## config.mk

```make
export PLATFORM = sky130hd
export DESIGN_NAME = pwr_ctr_decoder
export DESIGN_NICKNAME = d
export VERILOG_FILES = /design/src/rtl/pwr_ctr_decoder.sv
export SDC_FILE = /design/constraint.sdc
export NUM_CORES = 1
export LEC_CHECK = 0
export CORE_MARGIN = 10
export CORE_UTILIZATION = 25
export DETAILED_ROUTE_END_ITERATION = 8
export PLACE_DENSITY_LB_ADDON = 0.12
export SLEW_MARGIN = 10
export SYNTH_ARGS = -nofsm -noshare
export SYNTH_HDL_FRONTEND = slang
export SYNTH_SLANG_ARGS = --single-unit
```

## constraint.sdc

```tcl
create_clock -name clk_i -period 6.3 [get_ports clk_i]
set_input_delay 0.945 -clock clk_i [delete_from_list [all_inputs] [get_ports clk_i]]
set_output_delay 0.945 -clock clk_i [all_outputs]
set_load 0.03 [all_outputs]
```

## src/rtl/pwr_ctr_decoder.sv

```systemverilog
// rtl/pwr_ctr_decoder.sv - PWR_CTR0/1 handshake decoder producing power-off/reboot commands
module pwr_ctr_decoder #(
    parameter int FILT_CYCLES = 4,
    parameter int TMO_CYCLES  = 512,
    parameter int TMO_W       = 16
) (
    input  logic       clk_i,
    input  logic       reset_n_i,
    input  logic       en_i,
    input  logic       PWR_CTR0_i,
    input  logic       PWR_CTR1_i,
    output logic       cmd_valid_o,
    output logic [1:0] cmd_o,
    output logic       seq_err_o,
    output logic [1:0] err_code_o,
    output logic       busy_o,
    output logic [2:0] state_o
);

    typedef enum logic [2:0] {
        IDLE     = 3'd0,
        A1       = 3'd1,
        A2       = 3'd2,
        A3       = 3'd3,
        B1       = 3'd4,
        B2       = 3'd5,
        B3       = 3'd6,
        WAIT_LOW = 3'd7
    } state_t;

    localparam logic [7:0]       FILT_LAST = 8'(FILT_CYCLES - 1);
    localparam logic [TMO_W-1:0] TMO_LAST  = TMO_W'(TMO_CYCLES - 1);

    // Bit 0 carries PWR_CTR0, bit 1 carries PWR_CTR1 throughout.
    logic [1:0]       sync_q1, sync_q2;
    logic [1:0]       filt_q, rise_q, fall_q, chg;
    logic [7:0]       fcnt_q [2];
    state_t           state_q, state_d;
    logic             en_q;
    logic [TMO_W-1:0] tmo_q;
    logic             tmo_hit;
    logic [1:0]       cmd_sel, err_sel;
    logic             ev_ok;
    state_t           ev_next;
    logic             busy_d, cmd_valid_d, seq_err_d;
    logic             busy_q, cmd_valid_q, seq_err_q;
    logic [1:0]       cmd_q, err_q;

    assign chg     = rise_q | fall_q;
    assign tmo_hit = (tmo_q == TMO_LAST);

    // Two-flop synchroniser for both asynchronous control lines
    always_ff @(posedge clk_i or negedge reset_n_i) begin
        if (!reset_n_i) begin
            sync_q1 <= 2'b00;
            sync_q2 <= 2'b00;
        end else begin
            sync_q1 <= {PWR_CTR1_i, PWR_CTR0_i};
            sync_q2 <= sync_q1;
        end
    end

    // Glitch filter: the filtered level follows only after FILT_CYCLES stable cycles,
    // and the one-cycle edge flag is presented together with the new level
    always_ff @(posedge clk_i or negedge reset_n_i) begin
        if (!reset_n_i) begin
            filt_q    <= 2'b00;
            rise_q    <= 2'b00;
            fall_q    <= 2'b00;
            fcnt_q[0] <= 8'd0;
            fcnt_q[1] <= 8'd0;
        end else begin
            for (int i = 0; i < 2; i++) begin
                rise_q[i] <= 1'b0;
                fall_q[i] <= 1'b0;
                if (sync_q2[i] == filt_q[i]) begin
                    fcnt_q[i] <= 8'd0;
                end else if (fcnt_q[i] == FILT_LAST) begin
                    fcnt_q[i] <= 8'd0;
                    filt_q[i] <= sync_q2[i];
                    rise_q[i] <= sync_q2[i];
                    fall_q[i] <= ~sync_q2[i];
                end else begin
                    fcnt_q[i] <= fcnt_q[i] + 8'd1;
                end
            end
        end
    end

    // State, timeout counter and registered outputs
    always_ff @(posedge clk_i or negedge reset_n_i) begin
        if (!reset_n_i) begin
            state_q     <= IDLE;
            en_q        <= 1'b0;
            tmo_q       <= '0;
            busy_q      <= 1'b0;
            cmd_valid_q <= 1'b0;
            cmd_q       <= 2'b00;
            seq_err_q   <= 1'b0;
            err_q       <= 2'b00;
        end else begin
            state_q     <= state_d;
            en_q        <= en_i;
            busy_q      <= busy_d;
            cmd_valid_q <= cmd_valid_d;
            seq_err_q   <= seq_err_d;
            if (cmd_valid_d) cmd_q <= cmd_sel;
            if (seq_err_d)   err_q <= err_sel;
            if (state_d != state_q || !busy_q) tmo_q <= '0;
            else                               tmo_q <= tmo_q + TMO_W'(1);
        end
    end

    // Expected next event for each active state of the two handshake sequences
    always_comb begin
        ev_ok   = 1'b0;
        ev_next = IDLE;
        case (state_q)
            A1:      begin ev_ok = rise_q[1]; ev_next = A2;   end
            A2:      begin ev_ok = fall_q[1]; ev_next = A3;   end
            A3:      begin ev_ok = fall_q[0]; ev_next = IDLE; end
            B1:      begin ev_ok = rise_q[0]; ev_next = B2;   end
            B2:      begin ev_ok = fall_q[0]; ev_next = B3;   end
            B3:      begin ev_ok = fall_q[1]; ev_next = IDLE; end
            default: begin ev_ok = 1'b0;      ev_next = IDLE; end
        endcase
    end

    // Next-state decision with command/error selection
    always_comb begin
        state_d = state_q;
        cmd_sel = 2'b00;
        err_sel = 2'b00;
        if (!en_i) begin
            state_d = IDLE;
        end else if (!en_q) begin
            // Arming while a line is still high must not start mid-handshake
            state_d = (|filt_q) ? WAIT_LOW : IDLE;
        end else if (state_q == WAIT_LOW) begin
            if (filt_q == 2'b00) state_d = IDLE;
        end else if (&chg) begin
            err_sel = 2'b11;
            state_d = WAIT_LOW;
        end else if (state_q == IDLE) begin
            if (rise_q[0])      state_d = A1;
            else if (rise_q[1]) state_d = B1;
        end else if (|chg) begin
            if (ev_ok) begin
                state_d = ev_next;
                if (state_q == A3) cmd_sel = 2'b01;
                if (state_q == B3) cmd_sel = 2'b10;
            end else begin
                err_sel = 2'b10;
                state_d = WAIT_LOW;
            end
        end else if (tmo_hit) begin
            err_sel = 2'b01;
            state_d = WAIT_LOW;
        end
    end

    // Output decode of the upcoming state and strobes
    always_comb begin
        busy_d      = (state_d != IDLE) && (state_d != WAIT_LOW);
        cmd_valid_d = |cmd_sel;
        seq_err_d   = |err_sel;
    end

    assign cmd_valid_o = cmd_valid_q;
    assign cmd_o       = cmd_q;
    assign seq_err_o   = seq_err_q;
    assign err_code_o  = err_q;
    assign busy_o      = busy_q;
    assign state_o     = state_q;

endmodule
```

Word-level counts from Yosys, hierarchy flattened --
Index checks and enable logic that the tools add are counted.
Word-level totals: input port bits 5, output and inout port bits 10, bits in registers 53, logic and storage cells 97
Operators by class: bitwise gates (word level) 5, equal/unequal tests 14, add/subtract/negate cells 3, muxes and demuxes 44, reduce and logical (&&, ||, !) cells 15
Operators with widths (count):
- 2-to-1 mux 3 bit | 12
- 2-to-1 mux 8 bit | 4
- 2-to-1 mux 2 bit | 15
- adder 16 x 1 -> 16 bit, second input constant | 1
- adder 8 x 1 -> 8 bit, second input constant | 2
- equality test 16 x 9 -> 1 bit, second input constant | 1
- equality test 8 x 2 -> 1 bit, second input constant | 2
- 2-to-1 mux 16 bit | 1
- equality test 3 bit, second input constant | 4
- one-hot mux 3 bit (4 select lines) | 1
- OR reduction 2 bit | 6
- 2-to-1 mux 1 bit | 10
- equality test 3 x 2 -> 1 bit, second input constant | 2
- AND reduction 2 bit | 3
- NOT 1 bit | 4
- one-hot mux 1 bit (4 select lines) | 1
- equality test 3 x 1 -> 1 bit, second input constant | 1
- zero test 3 bit | 1
- != test 3 bit | 1
- != test 3 bit, second input constant | 1
- nonzero test 3 bit | 1
- equality test 1 bit | 2
- zero test 2 bit | 1
- bitwise OR 2 bit | 1
- 3 further kinds | 3

Logic depth before layout (Yosys ltp) --
Gate-level depths: netlist of run 1.
word-level depth 13, gate-level depth with buffers 9, gate-level depth less buffers 7

Least setup slack after synthesis of run 1 --
OpenSTA, ideal clock, no wires.
kind register to register, from register state_q[1], in the netlist state_o[1], to register tmo_q[10], path slack 3972 ps, cell stages (with the launch flop) 10, required time 6203 ps, buffers on the path 3, period minus slack after synthesis 2328 ps, arrival 2231 ps, path through dfrtp_1 -> buf_2 -> buf_2 -> nor2b_1 -> a2111oi_2 -> o211ai_1 -> nand2_1 -> o311ai_4 -> buf_4 -> nor4_2
On the way: longest elaborated chain between the ends 13, elaborated cells on any way between the ends 26, those cells by class eq/ne: 8; mux: 14; reduce/logical: 4
RTL lines:
- start: declaration | RTL line 38 | state_t state_q, state_d;
- start signal: assignment | RTL line 102 | state_q <= state_d;
- equality test 3 bit or equality test 3 x 2 -> 1 bit (tied branches) | RTL line 118 | case (state_q)
- OR reduction 2 bit (no line)
- one-hot mux 1 bit (4 select lines) | RTL line 118
- 2-to-1 mux 3 bit | RTL line 148 | if (ev_ok) begin
- 2-to-1 mux 3 bit | RTL line 147 | end else if (|chg) begin
- 2-to-1 mux 3 bit | RTL line 144 | end else if (state_q == IDLE) begin
- 2-to-1 mux 3 bit | RTL line 141 | end else if (&chg) begin
- 2-to-1 mux 3 bit | RTL line 139 | end else if (state_q == WAIT_LOW) begin
- 2-to-1 mux 3 bit | RTL line 136 | end else if (!en_q) begin
- 2-to-1 mux 3 bit | RTL line 134 | if (!en_i) begin
- != test 3 bit (*) | RTL line 109 | if (state_d != state_q || !busy_q) tmo_q <= '0;
- logical OR 1 bit (*) | RTL line 109
- 2-to-1 mux 16 bit (*) | RTL line 109
- end signal: assignment | RTL line 110 | else tmo_q <= tmo_q + TMO_W'(1);
- end: declaration | RTL line 40 | logic [TMO_W-1:0] tmo_q;
Mark *: on every way between the ends. The rest lies on a longest branch, timed or not. A chain may end at the register's enable or synchronous reset.

Worst setup path in the final report of run 1 --
from register state_q[2], in the netlist state_o[2], to register tmo_q[15]
The elaborated chain is that of the path after synthesis.

==> impl_metrics.env, run 1 <==
export IMPL_core_area_sq_um=11300
export IMPL_clk_pin_slew_worst_paths_ns=0.07
export IMPL_setup_viol=0
export IMPL_antenna_left=0
export IMPL_h_tree_depth=2
export IMPL_end_kind="register"
export IMPL_startpoint_type="register"
export IMPL_remaining_drc_errors=0
export IMPL_ctsHoldBuffers=0
export IMPL_hp_start="sync_q1[1]$_DFF_PN0_"
export IMPL_grt_usage=0.0805
export IMPL_fmaxAchievable_mhz=341
export IMPL_worst_setup_path_type="register to register"
export IMPL_clk_path_buf_depth=2
export IMPL_status="finished, final reports clean"
export IMPL_cp_arrival_ns=3.06
export IMPL_report_final_slew_viol_count=0
export IMPL_worstMarginPinSlew_ns=0.932
export IMPL_worstPathCellList="inv_1, a41o_1, nor3_1, nor2b_4, o32ai_4, nor4_1"
export IMPL_antenna_found_initial=0
export IMPL_cts_sinks=53
export IMPL_synth_top_cell_area_share=0.462
export IMPL_ys_seq_area_frac=0.462
export IMPL_io_pins=15
export IMPL_p_per_area_nw_per_um2=336
export IMPL_path_max_fanout=20
export IMPL_syn_inst=272
export IMPL_ir_drop_mv=0.125
export IMPL_regToRegEndpoint="tmo_q[15]$_DFF_PN0_"
export IMPL_holdWs_ns=0.353
export IMPL_max_slew_margin=0.377
export IMPL_layout_drive_gt1_share=0.119
export IMPL_grt_ovfl_total=0
export IMPL_synth_area_sq_um=2870
export IMPL_insertion_delay_ns=0.29
export IMPL_viasPerCell=4.75
export IMPL_syn_num_nets=280
export IMPL_rrSetupSlack_ns=3.37
export IMPL_gp_congestion=0.751
export IMPL_synth_edf_count=0
export IMPL_reg2reg_from="state_o[2]$_DFF_PN0_"
export IMPL_tns_ns=0
export IMPL_ys_top_cells_by_count="dfrtp_1, nor2_1, nand2_1, xor2_1, nand3_1"
export IMPL_hold_depth=0
export IMPL_hold_path_end="sync_q2[1]$_DFF_PN0_"
export IMPL_critical_path_max_stage_delay_ns=0.87
export IMPL_initial_core_util=0.253
export IMPL_vias=2038
export IMPL_grt_pass1_vias=2149
export IMPL_grt_setup_unrepaired="false"
export IMPL_stdcell_area_sq_um=3310
export IMPL_yosysWarnings=0
export IMPL_die_h_microns=127
export IMPL_min_path_type="register to register"
export IMPL_ys_ff_latch=53
export IMPL_diodes=0
export IMPL_grt_max_degree=54
export IMPL_wirelength_microns=6220
export IMPL_p_leak_nw=1.35
export IMPL_drt_iter0_markers=120
export IMPL_numCtsBuffers=5
export IMPL_dpl_hpwl_microns=4150
export IMPL_synth_distinct_cells=53
export IMPL_cp_slowest_cell="dfrtp_1"
export IMPL_die_x_microns=127
export IMPL_post_drt_wl_per_cell_microns=14.5
export IMPL_worstPathRequired_ns=6.43
export IMPL_io_buffers=14
export IMPL_root_buffer="clkbuf_16"
export IMPL_avgSynthCellArea_sq_um=10.5
export IMPL_drtPass1Iterations=4
export IMPL_cts_resized=0
export IMPL_yosys_top_cells_area="dfrtp_1, xor2_1, nor4_2"
export IMPL_synth_async_reset_ratio=1.00
export IMPL_cts_tree="done"
export IMPL_num_nets_final=293
export IMPL_grt_pass1_wl_microns=11000
export IMPL_finalCriticalPeriod_ns=2.93
export IMPL_fin_crit_sh=0.466
export IMPL_synth_most_common_cell="dfrtp_1"
export IMPL_rows=39
export IMPL_hold_viol=0
export IMPL_ys_flop_type="dfrtp_1"
export IMPL_r2r_cells=6
export IMPL_area_growth_pct=15.3
export IMPL_place_area_sq_um=3140
export IMPL_die_area_sq_um=16200
export IMPL_synth_top_cell_by_area="dfrtp_1"
export IMPL_skew_ns=0.00687
export IMPL_maxCapViolCount=0
export IMPL_post_cts_buffers=0
export IMPL_power_mw=1.11
==> report_power, final <==
| group | leakage, nW | internal, mW | switching (mW) |
|---|---|---|---|
| logic | 0.564 | 0.125 | 0.215 |
| clock network | 0.0810 | 0.189 | 0.127 |
| registers | 0.707 | 0.379 | 0.0766 |
| total | 1.35 | 0.692 | 0.419 |
==> logic make-up after synthesis <==
group                      share of synthesized area
and+or+nand+nor                                0.292
DFF                                            0.462
muxes                                        0.00785
buffers and inverters                         0.0244
xor gates and xnor gates                      0.0977
adders and majority gates                     0.0131
AOI/OAI and AO/OA                              0.103
==> state kept, by name (all words and copies together) (netlist names), 2 cells and up <==
name / flops
rise_q: 2
fcnt_q: 16
err_code_o: 2
fall_q: 2
state_o: 3
filt_q: 2
cmd_o: 2
tmo_q: 16
sync_q2: 2
sync_q1: 2
==> critical path: cells and delay by family (launching register included) <==
family,cells,cell delay [ns]
AOI/OAI and AO/OA,2,1.06
and+or+nand+nor,3,0.59
DFF,1,0.87
buffers and inverters,1,0.24
==> area by class of cell <==
type | count | area, sq um
clock buffer | 6 | 129
clock inverter | 2 | 38.8
fill | 1199 | 8010
inverter | 5 | 18.8
multi-input combinational | 205 | 1470
sequential | 53 | 1330
tap | 143 | 179
timing repair buffer | 15 | 143
==> metal layers <==
layer | GRT usage | share of wire
met1 | 0.106 | 0.49
met3 | 0.0170 | 0.020
met4 | 0.0261 | 0.0082
met5 | 0 | 0
met2 | 0.128 | 0.48
==> through the flow <==
stage / setup WS, ns / std cells / utilization
floorplan: 3.97 / 272 / -
global placement: 3.30 / 421 / 0.277
detailed placement: 3.31 / 421 / 0.277
CTS: 3.34 / 429 / 0.292
global route: 3.12 / 429 / 0.292
finish: 3.37 / 429 / 0.292
==> worst max path at each step <==
stage / from / end / cells past startpoint
after detailed placement: en_i / tmo_q[15]$_DFF_PN0_ / 7
after global placement: en_i / tmo_q[3]$_DFF_PN0_ / 7
after global routing: state_o[2]$_DFF_PN0_ / tmo_q[3]$_DFF_PN0_ / 6
after CTS: state_o[2]$_DFF_PN0_ / tmo_q[15]$_DFF_PN0_ / 6
final: state_o[2]$_DFF_PN0_ / tmo_q[15]$_DFF_PN0_ / 6
after floorplan: state_o[1]$_DFF_PN0_ / tmo_q[10]$_DFF_PN0_ / 9
==> placed cells by master, fill, tap and decap left out, types with 4 or more instances in the layout <==
master           count
xnor2_1              8
nor2_1              26
nor4_1               7
nand4_1              4
nand3_1             19
xor2_1              24
a21oi_1              5
inv_1                5
nand2_1             24
dfrtp_1             53
nor3b_1              5
nor3_1               6
nand2b_1             5
clkbuf_16            5
and3_1              10
o21ai_0              6
nor4_2              12
clkdlybuf4s50_1     13
Power figures use the tool's default switching activity.
==> inputs of run 2 (changes only) <==
Clock period 6.3 ns to 2.8 ns, I/O delays scaled along.
==> impl_metrics.env, run 2 (same netlist as run 1, synthesis figures left out) <==
export IMPL_max_slew_margin=0.387
export IMPL_hold_viol=0
export IMPL_multi_input_area_sq_um=1480
export IMPL_cp_startpoint="rise_q[0]$_DFF_PN0_"
export IMPL_cp_slowest_cell="o311ai_4"
export IMPL_clk_pin_slew_worst_paths_ns=0.07
export IMPL_cp_arrival_ns=2.73
export IMPL_worstPathCellList="or4_4, nor4_4, a21oi_2, o311ai_4, nor4_1"
export IMPL_status="finished, final reports clean"
export IMPL_crit_cells=5
export IMPL_gp_congestion=0.763
export IMPL_clk_path_buf_depth=2
export IMPL_maxCapViolCount=0
export IMPL_report_final_slew_viol_count=0
export IMPL_num_nets_final=302
export IMPL_grt_pass1_wl_microns=11000
export IMPL_grt_pass1_vias=2133
export IMPL_core_area_sq_um=11300
export IMPL_initial_core_util=0.253
export IMPL_cts_sinks=53
export IMPL_rrSetupSlack_ns=0.21
export IMPL_vias=2060
export IMPL_end_kind="register"
export IMPL_worst_setup_path_type="register to register"
export IMPL_layout_drive_gt1_share=0.146
export IMPL_grt_max_degree=33
export IMPL_fmaxAchievable_mhz=386
export IMPL_r2r_cells=5
export IMPL_p_per_area_nw_per_um2=763
export IMPL_seqCellArea_sq_um=1330
export IMPL_post_drt_wl_per_cell_microns=14.4
export IMPL_remaining_drc_errors=0
export IMPL_drt_iter0_markers=94
export IMPL_final_cell_mix="dfrtp_1, nor2_1, xor2_1, nand2_1, nand3_1"
export IMPL_worstPathRequired_ns=2.94
export IMPL_reg2reg_from="rise_q[0]$_DFF_PN0_"
export IMPL_grt_ovfl_total=0
export IMPL_fill_cells=1199
export IMPL_io_pins=15
export IMPL_die_x_microns=127
export IMPL_tns_ns=0
export IMPL_power_mw=2.59
export IMPL_grt_setup_unrepaired="false"
export IMPL_cts_tree="done"
export IMPL_io_buffers=14
export IMPL_h_tree_depth=2
export IMPL_endpoint="tmo_q[4]$_DFF_PN0_"
export IMPL_rows=39
export IMPL_wirelength_microns=6310
export IMPL_area_growth_pct=18.4
export IMPL_drtPass1Iterations=4
export IMPL_viasPerCell=4.70
export IMPL_critical_path_max_stage_delay_ns=0.81
export IMPL_regToRegEndpoint="tmo_q[4]$_DFF_PN0_"
export IMPL_die_area_sq_um=16200
export IMPL_antenna_left=0
export IMPL_finalCriticalPeriod_ns=2.59
export IMPL_fin_crit_sh=0.925
export IMPL_antenna_found_initial=0
export IMPL_skew_ns=0.00958
export IMPL_p_leak_nw=1.41
export IMPL_numCtsBuffers=5
export IMPL_cp_num_buf_inv=0
export IMPL_final_common_cell="dfrtp_1"
export IMPL_dpl_hpwl_microns=4370
export IMPL_die_h_microns=127
export IMPL_setup_viol=0
export IMPL_diodes=0
export IMPL_crit_family="simple AND/OR/NAND/NOR gates"
export IMPL_root_buffer="clkbuf_16"
export IMPL_worstMarginPinSlew_ns=0.917
export IMPL_insertion_delay_ns=0.30
export IMPL_min_path_type="input port to async pin"
export IMPL_path_max_fanout=16
export IMPL_ir_drop_mv=0.373
export IMPL_startpoint_type="register"
export IMPL_grt_usage=0.0837
-- run 2: cell count changes in the layout (fill, tap and decap cells not counted), sizes merged --
cell / previous run / this run
buf: 2 / 11
-- run 2: worst min path at each step --
stage / slack (ns) / cells past startpoint / endpoint
final: 0.09 / 1 / seq_err_o$_DFF_PN0_
after detailed placement: 0.34 / 0 / sync_q2[1]$_DFF_PN0_
after CTS: 0.11 / 1 / seq_err_o$_DFF_PN0_
after global routing: 0.13 / 1 / seq_err_o$_DFF_PN0_
after global placement: 0.33 / 0 / sync_q2[0]$_DFF_PN0_
after floorplan: 0.12 / 0 / busy_o$_DFF_PN0_
-- run 2: metrics by stage --
stage | cell area (sq um) | hold slack [ns] | worst slack, ns | instances | util
final | 3400 | 0.0940 | 0.209 | 438 | 0.300
after global routing | 3400 | 0.130 | 0.0380 | 438 | 0.300
after CTS | 3370 | 0.108 | 0.0636 | 437 | 0.297
after detailed placement | 3200 | 0.337 | 0.105 | 429 | 0.283
after global placement | 3200 | 0.333 | 0.148 | 429 | 0.283
after floorplan | 2870 | 0.124 | 0.472 | 272 | -
-- run 2: report_power, final --
group          internal, mW  switching (mW)
logic                 0.354           0.524
clock network         0.424           0.288
registers             0.853           0.148
total                  1.63           0.960
-- run 2: layout make-up --
class | count | share of cell area
tap | 143 | 0.0527
multi-input combinational | 205 | 0.436
clock buffer | 6 | 0.0380
inverter | 5 | 0.00553
sequential | 53 | 0.391
timing repair buffer | 24 | 0.0656
clock inverter | 2 | 0.0114
-- run 2: layer usage --
metal | vias to the layer above | share of wire | track usage
li1 | 1030 | - | -
met1 | 1003 | 0.49 | 0.111
met2 | 20 | 0.46 | 0.122
met3 | 7 | 0.026 | 0.0211
met4 | 0 | 0.021 | 0.0449
met5 | - | 0 | 0
-- run 2: timing repair --
action	CTS	global route
resized for setup	0	1
endpoints found under the setup margin	0	16
hold buffers	0	0
setup buffers	0	1
